File: src/rtl/ly_oneshot_ctrl.sv
// ly_oneshot_ctrl: reconfiguration sequencer for a oneshot array.
// A persistence change gates the hit path, clears the array, waits for it
// to drain (bounded by a timeout), then loads the new persistence value.
// Hits that are blocked while gated or disabled are counted.
module ly_oneshot_ctrl #(
  parameter int         WIDTH        = 224,
  parameter logic [3:0] PERSIST_INIT = 4'd6,
  parameter int         DRAIN_MAX    = 15
) (
  input  logic             clock,
  input  logic             reset,
  input  logic             run_en,
  input  logic             cfg_wr,
  input  logic [3:0]       cfg_persist,
  output logic             cfg_busy,
  output logic             cfg_done,
  output logic             cfg_ovr,
  output logic             drain_err,
  input  logic [WIDTH-1:0] hits_in,
  output logic [WIDTH-1:0] hits_out,
  output logic [3:0]       os_persist,
  output logic             os_reset,
  input  logic             os_any,
  input  logic             cnt_clr,
  output logic [15:0]      blk_cnt
);

  localparam logic [2:0] ST_RUN   = 3'd0;
  localparam logic [2:0] ST_GATE  = 3'd1;
  localparam logic [2:0] ST_FLUSH = 3'd2;
  localparam logic [2:0] ST_DRAIN = 3'd3;
  localparam logic [2:0] ST_LOAD  = 3'd4;

  // drain_cnt counts completed busy DRAIN cycles; the last allowed one is
  // DRAIN_MAX-1, so at most DRAIN_MAX cycles are spent in DRAIN.
  localparam logic [3:0] DRAIN_LAST = 4'(DRAIN_MAX - 1);

  logic [2:0]  state_q, state_d;
  logic [3:0]  pending_q, pending_d;
  logic [3:0]  os_persist_q, os_persist_d;
  logic [3:0]  drain_cnt_q, drain_cnt_d;
  logic        cfg_ovr_q, cfg_ovr_d;
  logic        drain_err_q, drain_err_d;
  logic [15:0] blk_cnt_q, blk_cnt_d;
  logic        os_reset_q;
  logic        cfg_done_q;
  logic        hit_pass;
  logic        hit_blocked;
  logic        timeout;

  assign hit_pass    = (state_q == ST_RUN) && run_en;
  assign hit_blocked = (|hits_in) && !hit_pass;

  // Next-state logic for the sequencer, flags and blocked-hit counter.
  always_comb begin
    // NOTE: every signal gets a default before the case so no path leaves
    // it unassigned; a missing default here would infer a latch.
    state_d      = state_q;
    pending_d    = pending_q;
    os_persist_d = os_persist_q;
    drain_cnt_d  = drain_cnt_q;
    cfg_ovr_d    = cfg_ovr_q;
    drain_err_d  = drain_err_q;
    blk_cnt_d    = blk_cnt_q;
    timeout      = 1'b0;

    case (state_q)
      ST_RUN: begin
        if (cfg_wr) begin
          state_d   = ST_GATE;
          pending_d = cfg_persist;
        end
      end
      ST_GATE:  state_d = ST_FLUSH;
      ST_FLUSH: begin
        state_d     = ST_DRAIN;
        drain_cnt_d = 4'd0;
      end
      ST_DRAIN: begin
        if (!os_any) begin
          state_d = ST_LOAD;
        end else if (drain_cnt_q == DRAIN_LAST) begin
          timeout = 1'b1;
          state_d = ST_LOAD;
        end else begin
          drain_cnt_d = drain_cnt_q + 4'd1;
        end
      end
      ST_LOAD: begin
        os_persist_d = pending_q;
        state_d      = ST_RUN;
      end
      default: state_d = ST_RUN;
    endcase

    // A write while busy is dropped; only the sticky flag records it.
    if (cfg_wr && (state_q != ST_RUN)) cfg_ovr_d = 1'b1;
    if (timeout) drain_err_d = 1'b1;
    if (hit_blocked && (blk_cnt_q != 16'hFFFF)) blk_cnt_d = blk_cnt_q + 16'd1;

    // Clearing wins over any same-cycle set or increment.
    if (cnt_clr) begin
      cfg_ovr_d   = 1'b0;
      drain_err_d = 1'b0;
      blk_cnt_d   = 16'd0;
    end
  end

  // State and output registers with synchronous reset.
  always_ff @(posedge clock) begin
    // NOTE: sequential state uses non-blocking assignments so every register
    // samples pre-edge values, independent of statement order.
    if (reset) begin
      state_q      <= ST_RUN;
      pending_q    <= PERSIST_INIT;
      os_persist_q <= PERSIST_INIT;
      drain_cnt_q  <= 4'd0;
      cfg_ovr_q    <= 1'b0;
      drain_err_q  <= 1'b0;
      blk_cnt_q    <= 16'd0;
      os_reset_q   <= 1'b1;
      cfg_done_q   <= 1'b0;
    end else begin
      state_q      <= state_d;
      pending_q    <= pending_d;
      os_persist_q <= os_persist_d;
      drain_cnt_q  <= drain_cnt_d;
      cfg_ovr_q    <= cfg_ovr_d;
      drain_err_q  <= drain_err_d;
      blk_cnt_q    <= blk_cnt_d;
      os_reset_q   <= (state_d == ST_FLUSH);
      cfg_done_q   <= (state_q == ST_LOAD);
    end
  end

  assign hits_out   = hit_pass ? hits_in : '0;
  assign cfg_busy   = (state_q != ST_RUN);
  assign cfg_done   = cfg_done_q;
  assign cfg_ovr    = cfg_ovr_q;
  assign drain_err  = drain_err_q;
  assign os_persist = os_persist_q;
  assign os_reset   = os_reset_q;
  assign blk_cnt    = blk_cnt_q;

endmodule

File: config.mk
export PLATFORM = sky130hd
export DESIGN_NAME = ly_oneshot_ctrl
export DESIGN_NICKNAME = d
export VERILOG_FILES = /design/src/rtl/ly_oneshot_ctrl.sv
export SDC_FILE = /design/constraint.sdc
export NUM_CORES = 1
export LEC_CHECK = 0
export CAP_MARGIN = 20
export CORE_AREA = 3 3 187 189
export CTS_CLUSTER_DIAMETER = 150
export CTS_CLUSTER_SIZE = 20
export DETAILED_ROUTE_END_ITERATION = 16
export DIE_AREA = 0 0 190 192
export PLACE_DENSITY = 0.49
export SLEW_MARGIN = 20
export SYNTH_ARGS = -nofsm -noshare
export SYNTH_HDL_FRONTEND = slang
export SYNTH_SLANG_ARGS = --single-unit
export TNS_END_PERCENT = 20
File: constraint.sdc
create_clock -name clock -period 5.05 [get_ports clock]
set_clock_uncertainty 0.1 [all_clocks]
set_input_delay 0.7575 -clock clock [delete_from_list [all_inputs] [get_ports clock]]
set_output_delay 0.7575 -clock clock [all_outputs]
set_load 0.1 [all_outputs]
After elaboration in Yosys (flattened, before gate mapping)
Index checks and enable logic that the tools add are counted.
{ "classes": {"eq_ne": 9, "n_addsub": 2, "n_reduce_logical": 12, "n_mux": 11} }
{ "op_table": {"columns": ["op", "n"], "rows": [
  ["two-way mux 224 bit", 1],
  ["OR reduction 224 bit", 1],
  ["adder 16 x 1 -> 16 bit, second input constant", 1],
  ["!= test 16 bit, second input constant", 1],
  ["case mux 3 bit (4 select lines)", 1],
  ["== test 3 x 2 -> 1 bit, second input constant", 3],
  ["two-way mux 3 bit", 3],
  ["two-way mux 4 bit", 2],
  ["case mux 4 bit (2 select lines)", 1],
  ["adder 4 x 1 -> 4 bit, second input constant", 1],
  ["== test 4 bit, second input constant", 1],
  ["logical AND 1 bit", 4],
  ["!= test 2 bit, second input constant", 2],
  ["== test 3 x 1 -> 1 bit, second input constant", 1],
  ["== test 3 bit, second input constant", 1],
  ["zero test 3 bit", 1],
  ["two-way mux 1 bit", 3],
  ["AND reduction 3 bit", 1],
  ["nonzero test 3 bit", 1],
  ["AND reduction 2 bit", 1],
  ["nonzero test 2 bit", 1],
  ["OR reduction 2 bit", 1],
  ["zero test 1 bit", 1]
]} }
{ "totals": {"out_inout_bits": 249, "regBits": 35, "word_cells": 43, "input_bits": 234} }

Logic depth before layout (Yosys ltp)
Gate-level depths: netlist of the first run.
{ "depth": {"ltp_word": 5, "depth_mapped": 9, "ltp_nobuf": 9} }

Worst setup path before layout of the first run
Ideal clock, no wire load.
{ "synth_timing": {"kind": "input-to-output", "startpoint": "input port run_en", "endpoint": "output port hits_out[100]", "path_stages": 4, "required_ns": 4.193, "t_arrival_ns": 2.273, "path_buffers": 3, "slack_ns": 1.919, "cell_sequence": "clkbuf_1 clkbuf_1 clkbuf_1 and3_1"} }
{ "synth_between": {"elab_chain_cells": 2} }
{ "synth_lines": {"columns": ["element", "line_no", "text"], "rows": [
  ["start: declaration", "12", "input logic run_en,"],
  ["logical AND 1 bit", "51", "assign hit_pass = (state_q == ST_RUN) && run_en;"],
  ["two-way mux 224 bit", "136", "assign hits_out = hit_pass ? hits_in : '0;"],
  ["end: declaration", "20", "output logic [WIDTH-1:0] hits_out,"]
]} }
No other way between the ends.

Worst setup path after layout of the first run
{ "layout_timing": {"startpoint": "register state_q[2]", "endpoint": "output port hits_out[1]"} }
{ "layout_between": {"elab_chain_cells": 3} }
{ "layout_lines": {"columns": ["element", "line_no", "text"], "rows": [
  ["start: declaration", "38", "logic [2:0] state_q, state_d;"],
  ["start signal: assignment", "124", "state_q <= state_d;"],
  ["zero test 3 bit", "51", null],
  ["logical AND 1 bit", "51", null],
  ["two-way mux 224 bit", "136", null]
]} }
No other way between the ends.

==> results_dict.tcl, run 1 <==
set metrics [dict create \
    max_freq_mhz 243 \
    leakage_uw 0.00405 \
    path_max_fanout 81 \
    routed_via_density 4.22 \
    reg2reg_from "state_q[2]$_SDFF_PP0_" \
    first_pass_iters 4 \
    clockRootBuffer "clkbuf_16" \
    crit_buf_inv 2 \
    max-clock-path-buffers 2 \
    synth_seq_cells 35 \
    insertion_delay_ps 280 \
    placed_area_mm2 0.00845 \
    avgSynthCellArea_um2 6.88 \
    cts_tree "built" \
    worstSetupStartpointType "flip-flop" \
    syn2layout_area_growth_pct 137 \
    reg2reg_slack_ps 2260 \
    relSlewSlack_pct 28.0 \
    final_cells 1416 \
    yosysTopAreaCell "and3_1" \
    antenna_found_initial 2 \
    crit_cells 4 \
    grt_max_degree 117 \
    maxCapViolations 0 \
    rows 67 \
    dp_cells 1408 \
    slowest_delay_ps 1170 \
    die_w_um 190 \
    io_buffers 482 \
    grt_overflow 0 \
    htreeDepth 2 \
    yosys-top-cells-area "and3_1 (40%), dfxtp_1 (19%), nor4_1 (9.5%), clkbuf_1 (5.6%), nand4_1 (3.1%)" \
    endpoint "hits_out[1]" \
    ios 483 \
    grt_usage_pct 14.6 \
    power_density_mw_per_mm2 294 \
    hpwlAfterDp_um 24800 \
    cts_resized 0 \
    post_cts_buffers 0 \
    die_area_mm2 0.0365 \
    slew_viol_final 0 \
    n_antenna_cell 0 \
    setup_tns_ps 0 \
    final_common_cell "clkdlybuf4s50_1" \
    ant_nets 0 \
    die_y_um 192 \
    drtIter0Drc 313 \
    yosysUniqueCellTypes 41 \
    grt_pass1_wl_um 40500 \
    reg2reg_depth 7 \
    synth_warnings 0 \
    regToRegEndpoint "blk_cnt[14]$_SDFFE_PP0P_" \
    setup_viol 0 \
    clock-sinks 35 \
    path_cells "nor3_4, buf_12, and3_1, clkdlybuf4s50_1" \
    drt-total-wl_um 29200 \
    syn_area_mm2 0.00363 \
    cp_data_arrival_time_ps 3260 \
    drc 0 \
    vias 5975 \
    cp_slowest_cell "clkdlybuf4s50_1" \
    crit_path_end_kind "primary output" \
    wl_per_cell_um 20.6 \
    postCtsHoldBufs 0 \
    synth_nets 765 \
    yosysTopAreaCellShare_pct 39.8 \
    fin_crit_ps 4120 \
    finalWeightedCongestion 0.887 \
    syn_inst 528 \
    first_global_vias 5866 \
    timing_worst_setup_path_type "flip-flop to primary output" \
    startpoint "state_q[2]$_SDFF_PP0_" \
    status "finished, final reports clean" \
    grt_setup_unrepaired "false" \
    final_nets 1204 \
    yosysSeqAreaShare_pct 19.3 \
    fin_hold_ws_ps 358 \
    vdd_ir_drop_max_mv 0.131 \
    fin_crit_sh_pct 81.6 \
    start_util_pct 10.9 \
    crit_family "buffers and inverters" \
    final_cell_mix "clkdlybuf4s50_1 (310), and3_1 (231), buf_4 (175)" \
    hold_viol_final 0 \
    worstMarginPinSlew_ps 1080 \
    final_area_mm2 0.00862 \
    drive_gt1_share_pct 20.9 \
    total_power_uw 2530 \
    cts.clk_slew.worst_paths_ps 50 \
    hp-class "flip-flop to flip-flop" \
    required_ps 4190 \
    numCtsBuffers 5 \
    core_area_mm2 0.0334 \
]
==> per-layer routing <==
metal	routed length [µm]	global-route usage [%]
met5	13	0
met4	314	2.08
met3	2060	3.49
met2	14400	25.3
met1	12300	18.7
==> kinds of logic after synthesis <==
family	after synthesis	synth area share (%)
adder cells (fa/ha/maj)	3	1.03
XOR/XNOR	6	1.45
multiplexers	1	0.276
buffers and inverters	59	6.13
AO/OA/AOI/OAI	31	5.51
AND/OR/NAND/NOR	393	66.3
flip-flops	35	19.3
==> power by group <==
group          switching [µW]  leakage, µW  internal [µW]  total, µW
Combinational            1410      0.00368            457       1870
Sequential               8.38     0.000284            284        292
Clock                     123    0.0000868            245        368
==> worst register-to-register path, stage by stage, from the launching register on <==
cell and delay, ps:
dfxtp_1 410, nor3_4 700, buf_4 680, and2_4 310
nand4b_1 140, or3_1 120, xor2_1 150, nor2_1 50
==> synthesized netlist by cell type <==
master	instances
dfxtp_1	35
o31ai_1	1
and3_1	231
or3_1	2
nor4_4	1
nand3_1	13
nand4b_1	1
nand2_1	21
o22ai_1	1
nor3_1	7
a2111oi_0	1
inv_1	4
or3_2	3
or4_1	4
ha_1	3
nor2b_1	1
a21oi_2	2
o21ai_1	3
nand4_2	1
o211ai_1	3
nor4_2	3
nor3_2	1
buf_2	1
nand2b_1	1
clkbuf_1	54
and4_1	1
a211o_1	4
nand4_1	18
xor2_1	5
nand3_2	1
a21o_1	3
nor2_1	23
nor2_8	1
or2_2	1
xnor2_1	1
a21oi_1	13
mux2i_1	1
nand2_4	1
and3_2	1
nor4_1	55
and2_4	1
==> registers in the layout, summed over array words and instances, names as in the netlist <==
name         flops
state_q          3
cfg_ovr          1
drain_cnt_q      4
cfg_done         1
blk_cnt         16
drain_err        1
pending_q        4
os_reset         1
os_persist       4
==> how the worst min path moves through the flow <==
stage,startpoint,end,slack (ps),cells after the start
after floorplan,pending_q[1]$_SDFFE_PP1P_,pending_q[1]$_SDFFE_PP1P_,330,1
after global placement,pending_q[1]$_SDFFE_PP1P_,pending_q[1]$_SDFFE_PP1P_,340,1
after detailed placement,pending_q[1]$_SDFFE_PP1P_,pending_q[1]$_SDFFE_PP1P_,340,1
after CTS,pending_q[1]$_SDFFE_PP1P_,pending_q[1]$_SDFFE_PP1P_,360,1
after global routing,pending_q[1]$_SDFFE_PP1P_,pending_q[1]$_SDFFE_PP1P_,370,1
final,pending_q[2]$_SDFFE_PP1P_,pending_q[2]$_SDFFE_PP1P_,360,1
==> per-stage QoR <==
step	util, %	worst slack (ps)
after global placement	25.3	1180
after global routing	25.8	819
final	25.8	931
after CTS	25.8	944
after detailed placement	25.3	1200
after floorplan	-	1920
==> area by class of cell <==
class / count / area (µm²)
repair buffers: 487 / 4460
well taps: 448 / 561
fillers: 3680 / 24800
flip-flops and latches: 35 / 701
clock buffers: 6 / 139
clock inverters: 2 / 35.0
inverters: 4 / 15.0
multi-input cells: 434 / 2710
No activity file was read; power rests on OpenSTA's default activity.
==> inputs of run 2 (changes only) <==
CORE_AREA = 3 3 189 191   (was 3 3 187 189)
DIE_AREA = 0 0 192 194   (was 0 0 190 192)
clock period = 4.2 ns   (was 5.05 ns; I/O delays follow)
==> run 2 against run 1 <==
Compared with the run above: hold slack worse by 4.6 ps; register-to-register slack worse by 310 ps; critical path depth grew 1; design area fell by 1.5%; sequential share of layout area increased by 0.12 points; cell count increased by 0.78%; first-iteration DRC count up 11%; largest cell class unchanged.
==> results_dict.tcl, run 2 (synthesis gave the netlist of run 1 again) <==
set metrics [dict create \
    post_cts_buffers 0 \
    die_y_um 194 \
    path_max_fanout 205 \
    max-clock-path-buffers 2 \
    drive_gt1_share_pct 26.6 \
    ant_nets 0 \
    reg2reg_depth 7 \
    crit_buf_inv 3 \
    vdd_ir_drop_max_mv 0.289 \
    clockRootBuffer "clkbuf_16" \
    status "finished, final reports clean" \
    vias 5997 \
    maxCapViolations 0 \
    regToRegEndpoint "blk_cnt[9]$_SDFFE_PP0P_" \
    final_area_mm2 0.00849 \
    power_density_mw_per_mm2 346 \
    slew_viol_final 0 \
    finalWeightedCongestion 0.889 \
    total_power_uw 2930 \
    startpoint "state_q[2]$_SDFF_PP0_" \
    relSlewSlack_pct 29.7 \
    die_w_um 192 \
    grt_max_degree 206 \
    placed_area_mm2 0.00835 \
    cts_tree "built" \
    final-seq-area_um2 701 \
    crit_path_end_kind "primary output" \
    max_freq_mhz 296 \
    cp_slowest_cell "dfxtp_1" \
    reg2reg_slack_ps 1950 \
    final_common_cell "clkdlybuf4s50_1" \
    postCtsHoldBufs 0 \
    grt_overflow 0 \
    timing_worst_setup_path_type "flip-flop to primary output" \
    slowest_delay_ps 410 \
    numCtsBuffers 5 \
    cts.clk_slew.worst_paths_ps 50 \
    path_cells "nor3_4, buf_12, buf_4, and3_1, buf_4" \
    die_area_mm2 0.0372 \
    drc 0 \
    worstMarginPinSlew_ps 1050 \
    path_common_cell "buf_4" \
    io_buffers 482 \
    fin_crit_sh_pct 80.5 \
    hp-class "flip-flop to flip-flop" \
    worstSetupStartpointType "flip-flop" \
    first_pass_iters 6 \
    grt_setup_unrepaired "false" \
    crit_cells 5 \
    nFillCells 3773 \
    core_area_mm2 0.0343 \
    antenna_found_initial 2 \
    hpwlAfterDp_um 24000 \
    rows 68 \
    wl_per_cell_um 20.0 \
    htreeDepth 2 \
    dp_slack_ps 723 \
    crit_family "buffers and inverters" \
    drt-total-wl_um 28500 \
    ios 483 \
    timing.final.ws_setup_ps 819 \
    required_ps 3470 \
    multi_input_area_mm2 0.00271 \
    largest_reg_flops 16 \
    final_cell_mix "clkdlybuf4s50_1 (257), buf_4 (232), and3_1 (231)" \
    clock-sinks 35 \
    grt_pass1_wl_um 39700 \
    setup_tns_ps 0 \
    final_nets 1208 \
    reg2reg_from "state_q[2]$_SDFF_PP0_" \
    endpoint "hits_out[25]" \
    routed_via_density 4.20 \
    fin_crit_ps 3380 \
    leakage_uw 0.00415 \
    start_util_pct 10.6 \
    hold_viol_final 0 \
    grt_usage_pct 14.0 \
    first_global_vias 5793 \
    fin_hold_ws_ps 353 \
    cp_data_arrival_time_ps 2650 \
    n_antenna_cell 0 \
    cts_resized 0 \
    syn2layout_area_growth_pct 134 \
    drtIter0Drc 348 \
    setup_viol 0 \
    insertion_delay_ps 280 \
]
## run 2: cell count changes in the layout (fill, tap and decap cells not counted), sizes merged
cell,previous run,this run
buf,177,234
clkdlybuf4s50,310,257
clkinv,1,3
bufinv,1,0
clkbuf,6,5
## run 2: area by class of cell
cell class	count	share of cell area, %
well taps	455	6.70
clock buffers	5	1.47
clock inverters	3	0.177
repair buffers	491	51.3
flip-flops and latches	35	8.25
multi-input cells	434	32.0
inverters	4	0.177
## run 2: worst min-delay path by stage
stage | start | endpoint | slack, ps | depth (start not counted)
2_1_floorplan | pending_q[1]$_SDFFE_PP1P_ | pending_q[1]$_SDFFE_PP1P_ | 330 | 1
3_3_place_gp | pending_q[2]$_SDFFE_PP1P_ | pending_q[2]$_SDFFE_PP1P_ | 340 | 1
3_5_place_dp | pending_q[1]$_SDFFE_PP1P_ | pending_q[1]$_SDFFE_PP1P_ | 340 | 1
4_1_cts | pending_q[1]$_SDFFE_PP1P_ | pending_q[1]$_SDFFE_PP1P_ | 360 | 1
5_1_grt | pending_q[1]$_SDFFE_PP1P_ | pending_q[1]$_SDFFE_PP1P_ | 370 | 1
6_report | pending_q[1]$_SDFFE_PP1P_ | pending_q[1]$_SDFFE_PP1P_ | 350 | 1
## run 2: report_power, final
part           leakage (µW)  switching [µW]  internal [µW]
clock             0.0000733             137            216
sequential         0.000284            9.60            341
combinational       0.00379            1700            535
## run 2: stage by stage
step | cells | util [%]
2_1_floorplan | 528 | -
3_3_place_gp | 1419 | 24.4
3_5_place_dp | 1419 | 24.4
4_1_cts | 1427 | 24.8
5_1_grt | 1427 | 24.8
6_report | 1427 | 24.8
## run 2: per-layer routing
metal	part of all wire, %	up-vias	track usage [%]
met2	51	257	25.1
met1	41	2802	17.5
met3	6.7	28	2.59
met4	1.7	4	2.13
met5	0.074	-	0
li1	-	2906	-
==> inputs of run 3 (changes only) <==
PLACE_DENSITY = 0.5   (was 0.49)
clock period = 2.75 ns   (was 4.2 ns; I/O delays follow)
==> run 3 against run 2 <==
Compared with the run above: design area rose by 36%; sequential power is 53% higher; clock power increased by 82%; sequential cell count stayed put; critical endpoint is now hits_out[109]; die area unchanged; critical path type unchanged; first-iteration DRC count shrank 20%; hold slack better by 1.5 ps; cell count increased by 2.4%; largest cell class unchanged; critical path depth unchanged.
==> results_dict.tcl, run 3 (synthesis gave the netlist of run 1 again) <==
set metrics [dict create \
    insertion_delay_ps 280 \
    dp_slack_ps -283 \
    final_cells 1461 \
    clock-sinks 35 \
    slowest_delay_ps 410 \
    drt-total-wl_um 30100 \
    use_met1_pct 18.0 \
    die_area_mm2 0.0372 \
    required_ps 2240 \
    io_buffers 482 \
    power_density_mw_per_mm2 471 \
    first_pass_iters 4 \
    grt_usage_pct 15.2 \
    grt_overflow 0 \
    ios 483 \
    die_w_um 192 \
    syn2layout_area_growth_pct 219 \
    setup_viol 0 \
    drtIter0Drc 277 \
    first_global_vias 6235 \
    n_antenna_cell 0 \
    routed_via_density 4.14 \
    max-clock-path-buffers 2 \
    maxCapViolations 0 \
    numCtsBuffers 5 \
    hp-class "flip-flop to flip-flop" \
    largest_reg_flops 16 \
    finalWeightedCongestion 0.864 \
    drive_gt1_share_pct 32.1 \
    grt_busiest_layer "met2" \
    vias 6048 \
    final_nets 1242 \
    ant_nets 0 \
    crit_path_end_kind "primary output" \
    max_freq_mhz 385 \
    final_common_cell "clkdlybuf4s50_1" \
    timing.final.ws_setup_ps 152 \
    worstMarginPinSlew_ps 608 \
    leakage_uw 0.00513 \
    rows 68 \
    hold_viol_final 0 \
    cts_tree "built" \
    core_area_mm2 0.0343 \
    utilization_pct 33.8 \
    use_met2_pct 28.7 \
    path_cells "nor3_4, buf_12, buf_12, and3_1, buf_12" \
    start_util_pct 10.6 \
    cts.clk_slew.worst_paths_ps 60 \
    fin_crit_sh_pct 94.5 \
    vdd_ir_drop_max_mv 0.295 \
    cp_slowest_cell "dfxtp_1" \
    grt_setup_unrepaired "false" \
    grt_max_degree 112 \
    hpwlAfterDp_um 26000 \
    antenna_found_initial 1 \
    path_max_fanout 70 \
    dp_cells 1453 \
    fin_crit_ps 2600 \
    slew_viol_final 0 \
    relSlewSlack_pct 59.4 \
    wl_per_cell_um 20.6 \
    final_cell_mix "clkdlybuf4s50_1 (232), and3_1 (231), buf_12 (228)" \
    postCtsHoldBufs 0 \
    gr-usage-met3_pct 3.51 \
    die_y_um 194 \
    htreeDepth 2 \
    timing_worst_setup_path_type "flip-flop to primary output" \
    clockRootBuffer "clkbuf_16" \
    fin_hold_ws_ps 354 \
    cp_data_arrival_time_ps 2090 \
    grt_pass1_wl_um 43000 \
    drc 0 \
    path_common_cell "buf_12" \
    worstSetupStartpointType "flip-flop" \
    status "finished, final reports clean" \
]
[run 3: cell types whose count changed in the layout (fill, tap and decap cells not counted), sizes merged]
cell	before	now
clkinv	3	2
clkdlybuf4s50	257	232
buf	234	293
bufinv	0	1
[run 3: worst max-delay path: cells and delay by family (launching register included)]
kind / cells / cell delay [ps]
buf+inv: 3 / 730
flops: 1 / 410
simple gates: 2 / 610
[run 3: layer usage]
metal  share of wire, %  vias up
met5              0.043        -
met4               0.57        2
met3                7.0       12
met2                 54      223
met1                 39     2832
li1                   -     2979
[run 3: metrics by stage]
stage	total power [µW]	cell area (µm²)	TNS, ps
after global routing	5590	11600	0
after global placement	4830	11400	-3990
after floorplan	3000	3630	0
after detailed placement	4830	11400	-3740
after CTS	5480	11500	0
final	5450	11600	0
[run 3: power breakdown]
| part | switching [µW] | internal (µW) |
|---|---|---|
| Sequential | 14.3 | 521 |
| Combinational | 2760 | 1510 |
| Clock | 216 | 427 |
| Total | 2990 | 2460 |
[run 3: layout make-up]
cell class	count	area, µm²
multi-input combinational	434	2750
sequential	35	701
clock buffer	5	125
tap	455	569
clock inverter	3	43.8
fill	3516	22700
inverter	4	15.0
timing repair buffer	525	7370
[run 3: final timing paths]
kind / slack [ps] / endpoint / from / cells past startpoint
setup / recovery: 150 / hits_out[109] / state_q[2]$_SDFF_PP0_ / 5
hold / removal: 350 / os_persist[0]$_SDFFE_PP0P_ / os_persist[0]$_SDFFE_PP0P_ / 2
setup reg to reg: 590 / blk_cnt[9]$_SDFFE_PP0P_ / state_q[2]$_SDFF_PP0_ / 7
hold reg to reg: 350 / os_persist[0]$_SDFFE_PP0P_ / os_persist[0]$_SDFFE_PP0P_ / 2
[run 3: what timing repair did]
action | in CTS | in global routing
buffers inserted | 0 | 0
gates resized for setup | 0 | 5
endpoints found under the setup margin | 0 | 16
